[src/rtl/dcache_lane_arbiter.sv]
// Sequences the shared data-cache request port between the two execute lanes (lane 0 first).
// Optional performance counters are built when ARB_PERF_CNT_EN is defined.
module dcache_lane_arbiter #(
  parameter int unsigned ADDR_W = 32,
  parameter int unsigned DATA_W = 32,
  parameter int unsigned CNT_W  = 32
) (
  input  logic                  clk,
  input  logic                  rst,
  input  logic                  flush,
  input  logic                  pause_mem,
  input  logic [1:0]            req_valid,
  input  logic [1:0]            req_op,
  input  logic [2*ADDR_W-1:0]   req_vaddr,
  input  logic [2*DATA_W-1:0]   req_wdata,
  input  logic [7:0]            req_wstrb,
  output logic                  port_valid,
  output logic                  port_op,
  output logic [ADDR_W-1:0]     port_vaddr,
  output logic [DATA_W-1:0]     port_wdata,
  output logic [3:0]            port_wstrb,
  input  logic                  port_addr_ok,
  output logic [1:0]            lane_accept,
  output logic                  pause_o,
  output logic [1:0]            issued_o,
  output logic [CNT_W-1:0]      perf_conflict_cnt,
  output logic [CNT_W-1:0]      perf_stall_cnt
);

  typedef enum logic {
    IDLE  = 1'b0,
    PEND1 = 1'b1
  } state_t;

  state_t     state;
  state_t     state_nxt;
  logic       sel_lane;
  logic       sel_valid;
  logic       advance;
  logic [1:0] accepted_mask;

  // State register and the issued-lane mask handed to MEM
  always_ff @(posedge clk) begin
    if (rst) begin
      state    <= IDLE;
      issued_o <= 2'b00;
    end else begin
      state <= state_nxt;
      if (flush) begin
        issued_o <= 2'b00;
      end else if (advance) begin
        issued_o <= accepted_mask;
      end else if (pause_o && !pause_mem) begin
        issued_o <= 2'b00;
      end
    end
  end

  // Lane selection, port mux, acceptance, pause and next state
  always_comb begin
    sel_lane      = 1'b0;
    sel_valid     = 1'b0;
    state_nxt     = state;
    pause_o       = 1'b0;
    port_valid    = 1'b0;
    port_op       = 1'b0;
    port_vaddr    = '0;
    port_wdata    = '0;
    port_wstrb    = 4'h0;
    lane_accept   = 2'b00;
    advance       = 1'b0;
    accepted_mask = 2'b00;

    case (state)
      IDLE: begin
        if (req_valid[0]) begin
          sel_valid = 1'b1;
        end else if (req_valid[1]) begin
          sel_valid = 1'b1;
          sel_lane  = 1'b1;
        end
      end
      PEND1: begin
        sel_valid = req_valid[1];
        sel_lane  = 1'b1;
      end
      default: ;
    endcase

    port_valid = sel_valid && !pause_mem && !flush;

    if (sel_valid) begin
      port_op    = sel_lane ? req_op[1] : req_op[0];
      port_vaddr = sel_lane ? req_vaddr[2*ADDR_W-1:ADDR_W] : req_vaddr[ADDR_W-1:0];
      port_wdata = sel_lane ? req_wdata[2*DATA_W-1:DATA_W] : req_wdata[DATA_W-1:0];
      port_wstrb = sel_lane ? req_wstrb[7:4] : req_wstrb[3:0];
    end

    if (port_valid && port_addr_ok) begin
      lane_accept = sel_lane ? 2'b10 : 2'b01;
    end

    // A lane accepted this cycle already counts as done for the pause
    case (state)
      IDLE: begin
        pause_o = (req_valid[0] && !lane_accept[0]) || (req_valid[1] && !lane_accept[1]);
        if (lane_accept[0] && req_valid[1]) state_nxt = PEND1;
      end
      PEND1: begin
        pause_o = !lane_accept[1];
        if (lane_accept[1]) state_nxt = IDLE;
      end
      default: ;
    endcase

    if (flush) begin
      pause_o   = 1'b0;
      state_nxt = IDLE;
    end

    advance       = !pause_o && !pause_mem && !flush;
    accepted_mask = {lane_accept[1], (state == PEND1) || lane_accept[0]};
  end

`ifdef ARB_PERF_CNT_EN
  logic [CNT_W-1:0] conflict_q;
  logic [CNT_W-1:0] stall_q;

  // Counters are cleared by reset only; flush leaves them alone
  always_ff @(posedge clk) begin
    if (rst) begin
      conflict_q <= '0;
      stall_q    <= '0;
    end else begin
      if (state == IDLE && state_nxt == PEND1) conflict_q <= conflict_q + CNT_W'(1);
      if (pause_o) stall_q <= stall_q + CNT_W'(1);
    end
  end

  assign perf_conflict_cnt = conflict_q;
  assign perf_stall_cnt    = stall_q;
`else
  assign perf_conflict_cnt = '0;
  assign perf_stall_cnt    = '0;
`endif

endmodule
[config.mk]
export PLATFORM = sky130hd
export DESIGN_NAME = dcache_lane_arbiter
export DESIGN_NICKNAME = d
export VERILOG_FILES = /design/src/rtl/dcache_lane_arbiter.sv
export SDC_FILE = /design/constraint.sdc
export NUM_CORES = 1
export LEC_CHECK = 0
export ABC_CLOCK_PERIOD_IN_PS = 2200
export BUFFER_PORTS_ARGS = -buffer_cell sky130_fd_sc_hd__buf_2
export CAP_MARGIN = 20
export CORE_AREA = 2 2 109 111
export DETAILED_ROUTE_END_ITERATION = 6
export DIE_AREA = 0 0 111 113
export GPL_TIMING_DRIVEN = 0
export PLACE_DENSITY = 0.56
export SLEW_MARGIN = 25
export SYNTH_ARGS = -nofsm -noshare
export SYNTH_HDL_FRONTEND = slang
export SYNTH_SLANG_ARGS = --single-unit
[constraint.sdc]
create_clock -name clk -period 2.2 [get_ports clk]
set_clock_uncertainty 0.2 [all_clocks]
set_input_delay 0.11 -clock clk [delete_from_list [all_inputs] [get_ports clk]]
set_output_delay 0.11 -clock clk [all_outputs]
set_load 0.01 [all_outputs]
==> flow_summary.ini <==
[outcome]
status = finished, final reports clean

[floorplanning]
die_x_um = 111
core-area_mm2 = 0.0113
pin_count = 284
dieArea_mm2 = 0.0125
fp-row-count = 39
die_y_um = 113
initial_core_util_pct = 15.0

[pwr]
powerDensity_mw_per_mm2 = 295
irDropWorstVdd_v = 0.000199
power.leakage_nw = 2.08

[setup_path]
cp-start-kind = flip-flop
cp_num_buf_inv = 4
max_stage_delay_ps = 320
worst_ep_arrival_time_ps = 1600
worstPathRequired_ps = 1890
crit_type = reg2out
cp_top_family = buffers and inverters
critPathMaxFanout = 10
endpoint_kind = output port
crit_slowest_cell = dfxtp_1
worstPathCellList = nor2b_2 -> buf_6 -> buf_6 -> buf_2 -> nand2_1 -> o21ai_0 -> buf_2

[finish]
finalNetCount = 755
drive_above_1_share_pct = 50.7
area_growth_pct = 95.1
n_antenna_cell = 0
final_util_pct = 29.3

[placed_design]
io_buffers = 219
globalplace.congestion = 0.742
post-place-ws_ps = 479
dp_hpwl_um = 6860

[sta]
finalMaxSlewViolations = 0
finalHoldViolCount = 0
hold_ws_ps = 21.7
rsz0062_at_grt = false
layout_setup_ws_ps = 294
fmax_mhz = 525
final.setup.tns_ps = 0
setup_viol = 0
period_share_pct = 86.6
min_period_ps = 1910

[synth]
synth_edf_count = 0
synth_most_common_cell = nand2_1
yosys.area.top_type_share_pct = 30.6
ys_ff_latch = 3
synth_area_mm2 = 0.00169
avgSynthCellArea_um2 = 5.27
synth_common_cells = 138 x nand2_1, 72 x o21ai_0, 64 x buf_4
synthCells = 321
ys_seq_area_share_pct = 3.55
yosys-top-cells-area = nand2_1 31%, buf_4 28%, o21ai_0 21%, buf_2 4.4%, dfxtp_1 3.5%
synth_area_leader_cell = nand2_1
synth.distinct_cells = 24
yosys_most_used_dff = dfxtp_1
yosysWarnings = 0
synth-async-reset-ratio_pct = 0

[job]
cap_violations = 0

[route]
wl_per_cell_um = 10.7
ant_nets = 0
vias = 2764
dr.pass1.iters = 4
routed_via_density = 3.68
drt-total-wl_um = 8080
first_iter_violations = 136
drc = 0

[clocking]
clockRootBuffer = clkbuf_16
clkTransAtPathRegs_ps = 30
cts_max_level = 1
cts_tree = yes
clkLatencyLatePin_ps = 230
clock-sinks = 3
cts_buffer_depth = 2
post_cts_resized = 0
cts_made_buffers = 3

[min_path]
hold_path_class = in2reg

[global_route]
grt_overflow_total = 0
track_usage_pct = 11.4
grt_max_degree = 11
grt_pass1_wl_um = 11900
grt_pass1_vias = 2425
antenna_found_initial = 0
## final timing paths
path,from,to,slack (ps),cells after the start
max,state,port_wdata[28],290,7
min,rst,issued_o[0],20,3
max reg2reg,state,issued_o[1],300,6
min reg2reg,issued_o[0],issued_o[0],360,2
## per-layer routing
| layer | vias up | part of all wire, % | global-route usage [%] |
|---|---|---|---|
| met5 | - | 0 | 0 |
| met2 | 155 | 53 | 22.5 |
| met1 | 1130 | 38 | 13.0 |
| li1 | 1475 | - | - |
| met3 | 4 | 8.8 | 1.93 |
| met4 | 0 | 0.63 | 2.00 |
## report_power, final
group          switching (W)  internal [W]
combinational       0.000324      0.000300
sequential       0.000000663     0.0000560
clock              0.0000531      0.000239
total               0.000378      0.000595
## logic make-up (layout without fill, tap and decap cells)
group / Yosys count / count (layout) / synth area share, %
buffers and inverters: 88 / 313 / 35.8
flip-flops: 3 / 3 / 3.55
AND/OR/NAND/NOR: 152 / 152 / 36.2
other: 1 / 64 / 0.222
multiplexers: 1 / 1 / 0.591
AO/OA/AOI/OAI: 76 / 76 / 23.7
## per-stage QoR
| stage | power (W) | std cells | area [um2] |
|---|---|---|---|
| finish | 0.000973 | 752 | 3300 |
| global route | 0.00105 | 752 | 3300 |
| CTS | 0.000979 | 752 | 3300 |
| detailed placement | 0.000680 | 746 | 3200 |
| global placement | 0.000679 | 746 | 3200 |
| floorplan | 0.000407 | 384 | 1930 |
## sequential cells by signal (all words and copies together), names as in the netlist
| signal | flops |
|---|---|
| issued_o | 2 |
| state | 1 |
## layout by cell type, fill, tap and decap left out
master and n:
clkbuf_16 3, mux2i_1 1, nand3_1 1, conb_1 64, a2111oi_2 1, nor3_1 1
buf_2 234, a21oi_1 1, or2_2 1, o21ai_0 72, and3_1 1, nand2_1 138
o21a_1 1, dfxtp_1 3, nor2_1 3, nor2b_1 3, o31ai_2 1, nor2b_2 1
dlygate4sd3_1 2, nand3b_4 1, clkbuf_2 1, clkbuf_1 7, buf_6 2, nand3b_1 1
nand2b_1 1, buf_4 64
## final cells by class
class | instances | area [um2]
clock buffers | 4 | 78.8
multi-input cells | 293 | 1260
plain buffers | 88 | 606
repair buffers | 221 | 1120
flip-flops and latches | 3 | 60.1
well taps | 143 | 179
fillers | 1302 | 7970
## worst reg2reg max path, delay by kind of cell, from the launching register on
family          cells  cell delay, ps
compound gates      1             200
simple gates        2             220
buf+inv             3             850
flops               1             370
## what timing repair did
item                                   CTS  global route
endpoints found under the hold margin    1             0
hold buffers                             2             0
setup buffers                            0             0
setup endpoints to repair                0             0
No activity file was read; power rests on OpenSTA's default activity.
